**src/rtl/decoder38_pkg.sv**
```systemverilog
`default_nettype none
//==============================================================================
// Module      : decoder38_pkg
// Description : Shared types, constants and index-search helpers for the
//               scanning 3-to-8 decoder.
// Revision    : 1.0 - initial release
//==============================================================================
package decoder38_pkg;

    // Operating modes of the scanning decoder
    typedef enum logic [1:0] {
        IDLE   = 2'd0,
        SCAN   = 2'd1,
        DIRECT = 2'd2
    } state_e;

    // Explicit-width state encodings used by the FSM register
    localparam logic [1:0] ST_IDLE   = 2'd0;
    localparam logic [1:0] ST_SCAN   = 2'd1;
    localparam logic [1:0] ST_DIRECT = 2'd2;

    // Active-low output pattern with no digit selected
    localparam logic [7:0] OUT_OFF = 8'hFF;

    // Next set bit after idx, searching idx+1 .. idx+8 modulo 8. The final
    // candidate is idx itself, so a single-bit mask re-selects its own index.
    // Scanning from the farthest candidate inwards leaves the nearest hit.
    function automatic logic [2:0] next_set_idx(input logic [7:0] mask,
                                                input logic [2:0] idx);
        logic [2:0] res;
        logic [2:0] cand;
        res = idx;
        for (int k = 8; k >= 1; k--) begin
            cand = idx + 3'(k);
            if (mask[cand]) begin
                res = cand;
            end
        end
        return res;
    endfunction

    // Lowest set bit of mask, 0 when the mask is empty
    function automatic logic [2:0] lowest_set_idx(input logic [7:0] mask);
        logic [2:0] res;
        res = 3'd0;
        for (int i = 7; i >= 0; i--) begin
            if (mask[i]) begin
                res = 3'(i);
            end
        end
        return res;
    endfunction

endpackage : decoder38_pkg
`default_nettype wire

```
**src/rtl/decoder38.sv**
```systemverilog
`default_nettype none
//==============================================================================
// Module      : decoder38
// Description : Combinational 3-to-8 decoder, active-low one-hot output.
//               A low enable forces every output inactive.
// Revision    : 1.0 - initial release
//==============================================================================
module decoder38
    import decoder38_pkg::*;
(
    input  logic [2:0] code_i,
    input  logic       en_i,
    output logic [7:0] data_o
);

    // Single shifted bit guarantees at most one low output
    assign data_o = en_i ? ~(8'b1 << code_i) : OUT_OFF;

endmodule : decoder38
`default_nettype wire

```
**src/rtl/decoder38_scan.sv**
```systemverilog
`default_nettype none
//==============================================================================
// Module      : decoder38_scan
// Description : Registered 3-to-8 digit-select decoder with an active-low
//               block enable. Scan mode rotates through the masked positions
//               at a prescaled rate; direct mode decodes an external code.
// Revision    : 1.0 - initial release
//==============================================================================
module decoder38_scan
    import decoder38_pkg::*;
#(
    parameter int DIV   = 100000,
    parameter int DIV_W = 17
) (
    input  logic       iClk,
    input  logic       iRst,
    input  logic       iEI,
    input  logic       iMode,
    input  logic [2:0] iCode,
    input  logic [7:0] iMask,
    output logic [7:0] oData,
    output logic [2:0] oCode,
    output logic       oEO,
    output logic       oFrame
);

    localparam logic [DIV_W-1:0] C_CNT_MAX = DIV_W'(DIV - 1);

    logic [1:0]       state_q, state_d;
    logic [DIV_W-1:0] cnt_q,   cnt_d;
    logic [2:0]       idx_q,   idx_d;
    logic [2:0]       code_q,  code_d;
    logic             frame_q, frame_d;
    logic [7:0]       data_q;
    logic             eo_q;

    logic [2:0]       dec_code_w;
    logic             dec_en_w;
    logic [7:0]       dec_data_w;

    // Next-state, prescaler, scan index and decode selection. The mode
    // requested this cycle always wins over a pending prescaler tick.
    always_comb begin
        state_d    = iEI ? ST_IDLE : (iMode ? ST_DIRECT : ST_SCAN);
        cnt_d      = '0;
        idx_d      = idx_q;
        code_d     = code_q;
        frame_d    = 1'b0;
        dec_code_w = idx_q;
        dec_en_w   = 1'b0;
        case (state_d)
            ST_SCAN: begin
                if (state_q != ST_SCAN) begin
                    // Fresh entry: restart the dwell on the first enabled digit
                    idx_d = lowest_set_idx(iMask);
                end else if (cnt_q == C_CNT_MAX) begin
                    // Empty mask keeps the index parked and raises no frame
                    if (iMask != 8'h00) begin
                        idx_d   = next_set_idx(iMask, idx_q);
                        frame_d = (idx_d <= idx_q);
                    end
                end else begin
                    cnt_d = cnt_q + DIV_W'(1);
                end
                code_d     = idx_d;
                dec_code_w = idx_d;
                dec_en_w   = iMask[idx_d];
            end
            ST_DIRECT: begin
                code_d     = iCode;
                dec_code_w = iCode;
                dec_en_w   = iMask[iCode];
            end
            default: begin
                // IDLE: outputs blank, index and code keep their last values
            end
        endcase
    end

    decoder38 u_dec (
        .code_i (dec_code_w),
        .en_i   (dec_en_w),
        .data_o (dec_data_w)
    );

    // State and output register stage; oEO is derived from the same decode
    always_ff @(posedge iClk) begin
        if (iRst) begin
            state_q <= ST_IDLE;
            cnt_q   <= '0;
            idx_q   <= 3'd0;
            code_q  <= 3'd0;
            frame_q <= 1'b0;
            data_q  <= OUT_OFF;
            eo_q    <= 1'b1;
        end else begin
            state_q <= state_d;
            cnt_q   <= cnt_d;
            idx_q   <= idx_d;
            code_q  <= code_d;
            frame_q <= frame_d;
            data_q  <= dec_data_w;
            eo_q    <= &dec_data_w;
        end
    end

    assign oData  = data_q;
    assign oCode  = code_q;
    assign oEO    = eo_q;
    assign oFrame = frame_q;

endmodule : decoder38_scan
`default_nettype wire

```
**config.mk**
```make
export PLATFORM = sky130hd
export DESIGN_NAME = decoder38_scan
export DESIGN_NICKNAME = d
export VERILOG_FILES = /design/src/rtl/decoder38_pkg.sv /design/src/rtl/decoder38.sv /design/src/rtl/decoder38_scan.sv
export SDC_FILE = /design/constraint.sdc
export NUM_CORES = 1
export LEC_CHECK = 0
export BUFFER_PORTS_ARGS = -buffer_cell sky130_fd_sc_hd__clkbuf_2
export CAP_MARGIN = 10
export CELL_PAD_IN_SITES_DETAIL_PLACEMENT = 0
export CELL_PAD_IN_SITES_GLOBAL_PLACEMENT = 1
export CORE_ASPECT_RATIO = 0.5
export CORE_MARGIN = 4
export CORE_UTILIZATION = 35
export CTS_CLUSTER_SIZE = 20
export DETAILED_ROUTE_END_ITERATION = 12
export GPL_TIMING_DRIVEN = 1
export PLACE_DENSITY = 0.69
export SYNTH_ARGS = -nofsm -noshare
export SYNTH_HDL_FRONTEND = slang
export SYNTH_SLANG_ARGS = --single-unit
```
**constraint.sdc**
```tcl
create_clock -name iClk -period 6.55 [get_ports iClk]
set_input_delay 0.655 -clock iClk [delete_from_list [all_inputs] [get_ports iClk]]
set_output_delay 0.655 -clock iClk [all_outputs]
set_load 0.01 [all_outputs]
```
==> metrics.cfg <==
[die]
design.die.area_um2=9370
die_h_um=70.5
start_util=0.366
dieWidth_um=133
ios=28
rows=22
core_um2=7460

[run_status]
status=finished clean

[final_layout]
finalInstanceArea_um2=3060
antenna_cells=0
utilization=0.411
drive_above_1_share=0.191
final_cell_count_no_fill=449
nFillCells=765
layout.nets=361
area_growth_pct=12.2

[synth]
synthTopCellsByCount=dfxtp_1 (35), nor2_1 (35), nand2_1 (21), nand3_1 (19), a21oi_1 (17)
synth.avg_cell_area_um2=8.40
yosys.area.top_type_share=0.257
synth_area_um2=2730
ys_async_sr_fraction=0
yosys.area.top_type=dfxtp_1
syn_inst=325
synthesis.nets=346
ys_seq_area_frac=0.257
ys_seq_elements=35
synth_edf_count=0
synthFlopType=dfxtp_1
synth.distinct_cells=59
yosysWarnings=0
yosys-top-cells-area=dfxtp_1 (26%), mux4_2 (8.2%), mux2i_1 (5.5%)

[route]
wl_per_cell_um=16.9
routed_via_density=5.68
vias=2551
drtIter0Drc=181
drc=0
first_pass_iters=4
drt-total-wl_mm=7.58
ant_nets=0

[critical_path]
worst_ep_required_time_ns=6.69
slowest_stage=ha_1
cp.arrival_ns=4.60
cp_max_fo=18
crit_chain=buf_4 > clkinv_1 > ha_1 > mux4_2 > a22oi_1 > nand3_1 > a211oi_1 > o21bai_1 > a21oi_1 > nand3_1 > a41oi_2 > nand3_1
worst-path-buf-inv=2
worst_path_largest_cell_delay_ns=0.79
startpoint_type=flop
crit_type=flop to flop
crit_top_cell=nand3_1
crit_family=compound AO/OA/AOI/OAI gates
end_kind=flop

[sta]
rsz0062_at_grt=no
worstMarginPinSlew_ns=0.745
whs_ns=0.462
hold_viol_final=0
fin_skew_ns=0.00641
min_period_over_period=0.681
slew_headroom=0.503
slew_violations=0
max_freq_ghz=0.224
finalSetupTns_ns=0
period_needed_ns=4.46
setup_viol=0

[clock_network]
htree_levels=2
cts_hold_buf=0
cts_root_buf=clkbuf_16
clockBufferDepth=2
cts_tree=built
path_clk_slew_ns=0.06
cts_resized=0
post_cts_buffers=0
clock_latency_ns=0.28
cts_sinks=35
cts_inserted_buffers=5

[placed_design]
placed_area_um2=2910
port_buffers=27
hpwlAfterDp_mm=5.39
gp_congestion=0.926
placed_cells=441

[pwr]
cellPowerDensity_nw_per_um2=205
power.leakage_nw=1.11
ir_worst_vdd_mv=0.155

[global_route]
globalRouteOverflowTotal=0
grt_pass1_wl_mm=12.8
grt_pass1_vias=2484
grt_max_degree=23
grt_antenna_before_repair=0
grt_usage=0.165

[job]
maxCapViolations=0

[min_path]
hp-class=flop to flop

==> worst reg2reg max path, cell delays in order (launching register included) <==
cell and delay, ns:
dfxtp_1 0.30, buf_4 0.25, clkinv_1 0.32, ha_1 0.79, mux4_2 0.65, a22oi_1 0.24
nand3_1 0.11, a211oi_1 0.46, o21bai_1 0.17, a21oi_1 0.39, nand3_1 0.16, a41oi_2 0.34
nand3_1 0.14
==> cells in the final DEF, fill, tap and decap left out, types with 8 or more instances in the layout <==
| master | n |
|---|---|
| nor2_1 | 35 |
| dfxtp_1 | 35 |
| clkbuf_2 | 27 |
| nand2_1 | 21 |
| nand3_1 | 19 |
| a21oi_1 | 17 |
| mux2i_1 | 15 |
| nor2b_1 | 10 |
| mux4_2 | 10 |
| inv_1 | 10 |
| xor2_1 | 10 |
| nand4_1 | 8 |
| o21ai_0 | 8 |
==> sequential cells by signal, summed over array words and instances (netlist names) <==
signal	count
state_q	2
oData	8
oFrame	1
idx_q	3
cnt_q	17
oCode	3
oEO	1
==> report_power, final <==
| group | internal (mW) | switching [mW] | total, mW |
|---|---|---|---|
| logic | 0.0702 | 0.0945 | 0.165 |
| clock network | 0.152 | 0.0928 | 0.245 |
| registers | 0.217 | 0.00224 | 0.219 |
==> area by class of cell <==
cell class | count | area, um^2 | area share
Timing Repair Buffer | 29 | 150 | 0.0490
Multi-Input combinational cell | 258 | 1880 | 0.614
Sequential cell | 35 | 701 | 0.229
Tap cell | 108 | 135 | 0.0441
Inverter | 11 | 41.3 | 0.0135
Clock buffer | 6 | 139 | 0.0453
Clock inverter | 2 | 16.3 | 0.00531
==> stage by stage <==
step / power (mW) / setup slack [ns]
after floorplan: 0.350 / 2.81
after global placement: 0.385 / 2.20
after detailed placement: 0.385 / 2.17
after CTS: 0.633 / 2.13
after global routing: 0.661 / 1.68
final: 0.628 / 2.09
==> per-layer routing <==
metal	wire, um	GRT usage
met1	3700	0.225
met2	3450	0.257
met3	308	0.0266
met4	121	0.0680
met5	0	0
==> cells by family after synthesis <==
logic type / synth area share
compound gates: 0.172
xor+xnor: 0.0481
fa+ha+maj: 0.0275
buf+inv: 0.0545
flops: 0.257
mux: 0.181
simple gates: 0.261
==> worst paths after layout <==
check,start,to,slack [ns],cells after the start
worst max-delay path,idx_q[1],oData[2],2.09,12
worst min-delay path,oCode[1],oCode[1],0.46,2
worst max register to register,idx_q[1],oData[2],2.09,12
worst min register to register,oCode[1],oCode[1],0.46,2
(Power assumes the default switching activity.)
